[src/rtl/lsu_pkg.sv]
// Shared types and helpers for the load/store unit: RV32I width codes,
// the sequencing FSM state type and the lane mask / legality helpers.
package lsu_pkg;

    localparam logic [2:0] W_B  = 3'b000;
    localparam logic [2:0] W_H  = 3'b001;
    localparam logic [2:0] W_W  = 3'b010;
    localparam logic [2:0] W_BU = 3'b100;
    localparam logic [2:0] W_HU = 3'b101;

    typedef enum logic [2:0] {
        IDLE    = 3'd0,
        BEAT0   = 3'd1,
        BEAT1   = 3'd2,
        CAPTURE = 3'd3,
        RESP    = 3'd4
    } lsu_state_t;

    // Right-justified byte-lane mask for an access width; zero for illegal codes.
    function automatic logic [3:0] width_mask(input logic [2:0] width);
        logic [3:0] m;
        case (width)
            W_B, W_BU: m = 4'b0001;
            W_H, W_HU: m = 4'b0011;
            W_W:       m = 4'b1111;
            default:   m = 4'b0000;
        endcase
        return m;
    endfunction

    // Unsigned widths only make sense for loads.
    function automatic logic width_illegal(input logic [2:0] width, input logic write);
        logic bad;
        case (width)
            W_B, W_H, W_W: bad = 1'b0;
            W_BU, W_HU:    bad = write;
            default:       bad = 1'b1;
        endcase
        return bad;
    endfunction

    // An access splits when its lanes run past byte 3 of the first word.
    function automatic logic needs_split(input logic [2:0] width, input logic [1:0] off);
        logic s;
        case (width)
            W_H, W_HU: s = (off == 2'd3);
            W_W:       s = (off != 2'd0);
            default:   s = 1'b0;
        endcase
        return s;
    endfunction

endpackage

[src/rtl/load_store_unit_if.sv]
// Request/response port from the execute stage and the word-organised
// memory port. The execute stage is master of lsu_req_if; the unit is
// master of lsu_mem_if.
interface lsu_req_if #(
    parameter int ADDR_W = 32,
    parameter int DATA_W = 32
);
    logic              req_valid;
    logic              req_ready;
    logic              req_write;
    logic [2:0]        req_width;
    logic [ADDR_W-1:0] req_addr;
    logic [DATA_W-1:0] req_wdata;
    logic              resp_valid;
    logic [DATA_W-1:0] resp_rdata;
    logic              resp_misaligned;
    logic              resp_error;

    modport master (
        output req_valid, req_write, req_width, req_addr, req_wdata,
        input  req_ready, resp_valid, resp_rdata, resp_misaligned, resp_error
    );

    modport slave (
        input  req_valid, req_write, req_width, req_addr, req_wdata,
        output req_ready, resp_valid, resp_rdata, resp_misaligned, resp_error
    );
endinterface

interface lsu_mem_if #(
    parameter int ADDR_W = 32,
    parameter int DATA_W = 32
);
    logic                mem_en;
    logic                mem_we;
    logic [ADDR_W-1:0]   mem_addr;
    logic [DATA_W/8-1:0] mem_be;
    logic [DATA_W-1:0]   mem_wdata;
    logic [DATA_W-1:0]   mem_rdata;

    modport master (
        output mem_en, mem_we, mem_addr, mem_be, mem_wdata,
        input  mem_rdata
    );

    modport slave (
        input  mem_en, mem_we, mem_addr, mem_be, mem_wdata,
        output mem_rdata
    );
endinterface

[src/rtl/lsu_lane_align.sv]
// Load-side lane merge: picks the addressed bytes out of the two-word window
// {hi, lo} and sign/zero-extends them. Purely combinational so it can also
// sit on a store-to-load forwarding path.
module lsu_lane_align
    import lsu_pkg::*;
(
    input  logic [31:0] lo,
    input  logic [31:0] hi,
    input  logic [1:0]  off,
    input  logic [2:0]  width,
    output logic [31:0] rdata
);

    logic [63:0] pair;
    logic [31:0] raw;

    // Shift the window down by the byte offset, then extend per width code.
    always_comb begin
        pair = {hi, lo} >> {off, 3'b000};
        raw  = pair[31:0];
        case (width)
            W_B:     rdata = {{24{raw[7]}}, raw[7:0]};
            W_H:     rdata = {{16{raw[15]}}, raw[15:0]};
            W_BU:    rdata = {24'h0, raw[7:0]};
            W_HU:    rdata = {16'h0, raw[15:0]};
            default: rdata = raw;
        endcase
    end

endmodule

[src/rtl/load_store_unit.sv]
// Load/store unit: accepts one request at a time, issues one or two aligned
// word beats with byte enables, merges load lanes and returns a one-cycle
// registered response.
//
//   state   | meaning
//   --------+-----------------------------------------------------------
//   IDLE    | ready for a request; no beat driven
//   BEAT0   | first (or only) word beat on the memory port
//   BEAT1   | second beat of a split access; beat0 read data captured
//   CAPTURE | last read data on mem_rdata; response computed
//   RESP    | resp_valid pulse
module load_store_unit
    import lsu_pkg::*;
#(
    parameter int ADDR_W = 32,
    parameter int DATA_W = 32
)(
    input  logic      clk,
    input  logic      reset_n,
    lsu_req_if.slave  req,
    lsu_mem_if.master mem
);

    lsu_state_t        state;
    logic              write_q;
    logic [2:0]        width_q;
    logic [1:0]        off_q;
    logic [DATA_W-1:0] wdata_q;
    logic              split_q;
    logic [31:0]       lo_buf;
    logic [31:0]       hi_buf;

    logic              accept;
    logic [2:0]        src_width;
    logic [1:0]        src_off;
    logic [DATA_W-1:0] src_wdata;
    logic [7:0]        be_pair;
    logic [63:0]       wdata_pair;
    logic [31:0]       align_lo;
    logic [31:0]       align_hi;
    logic [31:0]       load_data;

    assign req.req_ready = (state == IDLE);
    assign accept        = req.req_valid && req.req_ready;

    // Lane enables and data for both beats at once: the low nibble/word is
    // beat0, the high nibble/word is what spills into beat1. In IDLE the
    // live request is used so beat0 can be driven right after the accept.
    always_comb begin
        src_width = width_q;
        src_off   = off_q;
        src_wdata = wdata_q;
        if (state == IDLE) begin
            src_width = req.req_width;
            src_off   = req.req_addr[1:0];
            src_wdata = req.req_wdata;
        end
        be_pair    = {4'b0000, width_mask(src_width)} << src_off;
        wdata_pair = {32'h0, src_wdata} << {src_off, 3'b000};
    end

    // In CAPTURE the last word is still on mem_rdata, so it feeds the
    // aligner directly rather than waiting a cycle for the buffer.
    assign align_lo = split_q ? lo_buf : mem.mem_rdata;
    assign align_hi = split_q ? mem.mem_rdata : hi_buf;

    lsu_lane_align u_align (
        .lo    (align_lo),
        .hi    (align_hi),
        .off   (off_q),
        .width (width_q),
        .rdata (load_data)
    );

    // Sequencing FSM with registered beat and response outputs.
    always_ff @(posedge clk or negedge reset_n) begin
        if (!reset_n) begin
            state                <= IDLE;
            write_q              <= 1'b0;
            width_q              <= 3'b000;
            off_q                <= 2'b00;
            wdata_q              <= '0;
            split_q              <= 1'b0;
            lo_buf               <= 32'h0;
            hi_buf               <= 32'h0;
            mem.mem_en           <= 1'b0;
            mem.mem_we           <= 1'b0;
            mem.mem_addr         <= '0;
            mem.mem_be           <= '0;
            mem.mem_wdata        <= '0;
            req.resp_valid       <= 1'b0;
            req.resp_rdata       <= '0;
            req.resp_misaligned  <= 1'b0;
            req.resp_error       <= 1'b0;
        end else begin
            mem.mem_en          <= 1'b0;
            mem.mem_we          <= 1'b0;
            mem.mem_addr        <= '0;
            mem.mem_be          <= '0;
            mem.mem_wdata       <= '0;
            req.resp_valid      <= 1'b0;
            req.resp_rdata      <= '0;
            req.resp_misaligned <= 1'b0;
            req.resp_error      <= 1'b0;
            case (state)
                IDLE: begin
                    if (accept) begin
                        write_q <= req.req_write;
                        width_q <= req.req_width;
                        off_q   <= req.req_addr[1:0];
                        wdata_q <= req.req_wdata;
                        split_q <= needs_split(req.req_width, req.req_addr[1:0]);
                        if (width_illegal(req.req_width, req.req_write)) begin
                            state          <= RESP;
                            req.resp_valid <= 1'b1;
                            req.resp_error <= 1'b1;
                        end else begin
                            state         <= BEAT0;
                            mem.mem_en    <= 1'b1;
                            mem.mem_we    <= req.req_write;
                            mem.mem_addr  <= {req.req_addr[ADDR_W-1:2], 2'b00};
                            mem.mem_be    <= be_pair[3:0];
                            mem.mem_wdata <= wdata_pair[31:0];
                        end
                    end
                end
                BEAT0: begin
                    if (split_q) begin
                        state         <= BEAT1;
                        mem.mem_en    <= 1'b1;
                        mem.mem_we    <= write_q;
                        mem.mem_addr  <= mem.mem_addr + ADDR_W'(4);
                        mem.mem_be    <= be_pair[7:4];
                        mem.mem_wdata <= wdata_pair[63:32];
                    end else begin
                        state <= CAPTURE;
                    end
                end
                BEAT1: begin
                    lo_buf <= mem.mem_rdata;
                    state  <= CAPTURE;
                end
                CAPTURE: begin
                    if (split_q) hi_buf <= mem.mem_rdata;
                    else         lo_buf <= mem.mem_rdata;
                    state               <= RESP;
                    req.resp_valid      <= 1'b1;
                    req.resp_misaligned <= split_q;
                    req.resp_rdata      <= write_q ? 32'h0 : load_data;
                end
                RESP: begin
                    state <= IDLE;
                end
                default: begin
                    state <= IDLE;
                end
            endcase
        end
    end

endmodule

[src/flat_wrapper.sv]
// flat-port wrapper written by rule: the top's interface ports become plain ports
module load_store_unit_flat import lsu_pkg::*;
#(
    parameter int ADDR_W = 32,
    parameter int DATA_W = 32
)
  (clk, reset_n, req_req_valid, req_req_write, req_req_width, req_req_addr, req_req_wdata, req_req_ready, req_resp_valid, req_resp_rdata, req_resp_misaligned, req_resp_error, mem_mem_en, mem_mem_we, mem_mem_addr, mem_mem_be, mem_mem_wdata, mem_mem_rdata);
  lsu_req_if #(.ADDR_W(ADDR_W), .DATA_W(DATA_W)) req_i ();
  lsu_mem_if #(.ADDR_W(ADDR_W), .DATA_W(DATA_W)) mem_i ();
  input  logic clk;
  input  logic reset_n;
  input wire logic [$bits(req_i.req_valid)-1:0] req_req_valid;
  input wire logic [$bits(req_i.req_write)-1:0] req_req_write;
  input wire logic [$bits(req_i.req_width)-1:0] req_req_width;
  input wire logic [$bits(req_i.req_addr)-1:0] req_req_addr;
  input wire logic [$bits(req_i.req_wdata)-1:0] req_req_wdata;
  output wire logic [$bits(req_i.req_ready)-1:0] req_req_ready;
  output wire logic [$bits(req_i.resp_valid)-1:0] req_resp_valid;
  output wire logic [$bits(req_i.resp_rdata)-1:0] req_resp_rdata;
  output wire logic [$bits(req_i.resp_misaligned)-1:0] req_resp_misaligned;
  output wire logic [$bits(req_i.resp_error)-1:0] req_resp_error;
  output wire logic [$bits(mem_i.mem_en)-1:0] mem_mem_en;
  output wire logic [$bits(mem_i.mem_we)-1:0] mem_mem_we;
  output wire logic [$bits(mem_i.mem_addr)-1:0] mem_mem_addr;
  output wire logic [$bits(mem_i.mem_be)-1:0] mem_mem_be;
  output wire logic [$bits(mem_i.mem_wdata)-1:0] mem_mem_wdata;
  input wire logic [$bits(mem_i.mem_rdata)-1:0] mem_mem_rdata;
  assign req_i.req_valid = req_req_valid;
  assign req_i.req_write = req_req_write;
  assign req_i.req_width = req_req_width;
  assign req_i.req_addr = req_req_addr;
  assign req_i.req_wdata = req_req_wdata;
  assign req_req_ready = req_i.req_ready;
  assign req_resp_valid = req_i.resp_valid;
  assign req_resp_rdata = req_i.resp_rdata;
  assign req_resp_misaligned = req_i.resp_misaligned;
  assign req_resp_error = req_i.resp_error;
  assign mem_mem_en = mem_i.mem_en;
  assign mem_mem_we = mem_i.mem_we;
  assign mem_mem_addr = mem_i.mem_addr;
  assign mem_mem_be = mem_i.mem_be;
  assign mem_mem_wdata = mem_i.mem_wdata;
  assign mem_i.mem_rdata = mem_mem_rdata;
  load_store_unit #(.ADDR_W(ADDR_W), .DATA_W(DATA_W)) u_core (.clk(clk), .reset_n(reset_n), .req(req_i), .mem(mem_i));
endmodule
[config.mk]
export PLATFORM = sky130hd
export DESIGN_NAME = load_store_unit_flat
export DESIGN_NICKNAME = d
export VERILOG_FILES = /design/src/rtl/lsu_pkg.sv /design/src/rtl/load_store_unit_if.sv /design/src/rtl/lsu_lane_align.sv /design/src/rtl/load_store_unit.sv /design/src/flat_wrapper.sv
export SDC_FILE = /design/constraint.sdc
export NUM_CORES = 1
export LEC_CHECK = 0
export ABC_AREA = 1
export CAP_MARGIN = 20
export CORE_MARGIN = 2
export CORE_UTILIZATION = 55
export CTS_BUF_LIST = sky130_fd_sc_hd__clkbuf_8
export DETAILED_ROUTE_END_ITERATION = 12
export PLACE_DENSITY = 0.83
export SLEW_MARGIN = 30
export SYNTH_ARGS = -nofsm -noshare
export SYNTH_HDL_FRONTEND = slang
export SYNTH_HIERARCHICAL = 1
export SYNTH_SLANG_ARGS = --single-unit
[constraint.sdc]
create_clock -name clk -period 2.6 [get_ports clk]
set_input_delay 0.26 -clock clk [delete_from_list [all_inputs] [get_ports clk]]
set_output_delay 0.26 -clock clk [all_outputs]
set_load 0.02 [all_outputs]
==> metrics <==
TritonCTS Buffers 36; vias in the first global route 10,700; Peak VDD IR 0.000679 V; status finished, final reports clean; wire length per cell 16.0 um; Tcrit/Tclk final 94.3%; syn avg cell area 7.00 um2; Startpoint Class flop; Final #Nets 1,899; core outline area 20,200 um2; P_sw 7.54 mW; clock latency on the worst-skew pair 520 ps; synth warn 6; DRC viols 0; Routed Antenna Nets 0; pin count of the biggest net entering global routing 99; FMAX 408 MHz; H-tree depth 2; Max Cap Violations 0; post-layout min period 2450 ps; Post-Syn Instances 1,615; RSZ-0062 raised after global routing no; drt via density 5.48; final setup TNS 0 ps; I/O pin cnt 209; die area 21,700 um2; Tot GR Track Use 30.8%; cell count after placement 2,026; final wirelength 33.3 mm; Slew @ Worst Pin 741 ps; Root Buffer clkbuf_8; share of cells above drive strength 1 6.39%; hold_ws 271 ps; Pint 8.40 mW; Finished Cell Area 14,100 um2; Netlist Area Pre-Place 11,300 um2; synthesis-to-finish area growth 25.1%; Layout Cells excl Fill 2,085; placed cell areas 13,400 um2; GPL Wtd Cong 0.947; crit-path max FO 15; worst hold path class input pin to async pin; num rows 52; Max-Slew Margin vs Limit 50.6%; Max clock buf depth 3; PwrDens 1130 nW/um2; Initial Util 56.0%; clk slew on worst S/H paths 60 ps; Clock Power Share 17.7%; r2r worst-path depth 8; first-pass GRT wire length 53.8 mm; via count 11,400; Comb power frac 53.3%; critical path type flop to output pin; CTS tree yes; dpl hpwl 23.7 mm; Starting DRT DRC Count 1,096; First-pass DRT Iterations 5; Sink Count 201; WP data arrival 2190 ps; LEAKAGE 6.73 nW; Data required, critical path 2340 ps; die width 147 um; Die Ht 147 um; sequential share of power 29.1%; gr ovfl total 0; initial antenna violation count 1; net switching fraction of the power 47.3%; Port-buffer cells 206; critical path capture point type output pin; Final Hold Fails 0; Slew Limit Fails 0; Clock Skew 21.7 ps; Final Setup Violations 0
==> timing repair <==
| item | in CTS | in global routing |
|---|---|---|
| hold buffers | 1 | 0 |
| hold endpoints to repair | 53 | 0 |
| endpoints found under the setup margin | 0 | 1 |
| resized for setup | 0 | 1 |
| setup buffers | 0 | 0 |
==> area by class of cell <==
type                    count  area [um2]
well taps                 270         338
flip-flops and latches    201        5030
multi-input cells        1211        5370
clock buffers              42         578
fillers                  1709        6040
repair buffers            231        2290
clock inverters            15        90.1
diodes                      1        2.50
inverters                 114         428
==> critical path, stage by stage, from the launching register on <==
cell and delay (ps):
dfrtp_1 450, nor2_4 190, nand2_4 170, inv_2 210, clkdlybuf4s50_1 640
==> power by group through the flow <==
stage,Sequential [mW],Clock [mW],Combinational [mW]
final,4.64,2.81,8.49
after global routing,4.74,3.02,9.40
after CTS,4.63,2.87,8.29
after detailed placement,4.68,0,8.25
after global placement,4.64,0,8.03
after floorplan,4.89,0,5.66
==> path summary, 6_finish.rpt <==
kind / startpoint / to / slack, ps
max: u_core/state[0] / req_req_ready / 150
max in group asynchronous: reset_n / u_core/split_q / 1490
max reg2reg: u_core/split_q / u_core/req.resp_rdata[9] / 330
min in group clk: req_req_addr[20] / u_core/mem.mem_addr[20] / 280
min reg2reg: u_core/wdata_q[10] / u_core/wdata_q[10] / 470
min: reset_n / u_core/req.resp_rdata[10] / 270
==> cell usage in the layout (no fill, tap or decap), types with 2 or more instances in the layout <==
cell type	n
nor2_1	108
nor2_2	2
nor2_4	3
nand3_1	146
nand2_1	679
nand3b_1	2
and2_1	2
o21ai_1	16
a22oi_1	16
nand2_4	2
a21oi_1	19
clkdlybuf4s50_1	205
buf_12	3
nor3_1	3
inv_2	10
o211ai_1	2
nor2_8	2
nand3_2	13
a32oi_1	7
o21ai_0	162
clkbuf_8	43
inv_1	109
conb_1	2
dfrtp_1	200
nand2_2	4
buf_4	21
clkinv_2	6
clkinv_1	3
xnor2_1	3
nand4_1	6
==> per-layer routing <==
metal	track usage, %	up-vias	share of wire, %
li1	-	5501	-
met1	42.2	5228	42
met2	48.1	618	45
met3	7.67	83	10
met4	10.5	0	2.9
met5	0	-	0
==> registers in the layout (all words and copies together) (netlist names), 2 cells and up <==
register / cells
u_core/mem.mem_wdata: 32
u_core/state: 3
u_core/hi_buf: 24
u_core/lo_buf: 32
u_core/mem.mem_be: 4
u_core/mem.mem_addr: 30
u_core/off_q: 2
u_core/req.resp_rdata: 32
u_core/wdata_q: 32
u_core/width_q: 3
==> stage by stage <==
| stage | total power [mW] | utilization [%] | worst slack, ps |
|---|---|---|---|
| 2_1_floorplan | 10.5 | - | 650 |
| 3_3_place_gp | 12.7 | 66.7 | 350 |
| 3_5_place_dp | 12.9 | 66.7 | 258 |
| 4_1_cts | 15.8 | 70.0 | 30.2 |
| 5_1_grt | 17.2 | 70.1 | 72.5 |
| 6_report | 15.9 | 70.1 | 149 |
No activity file was read; power rests on OpenSTA's default activity.
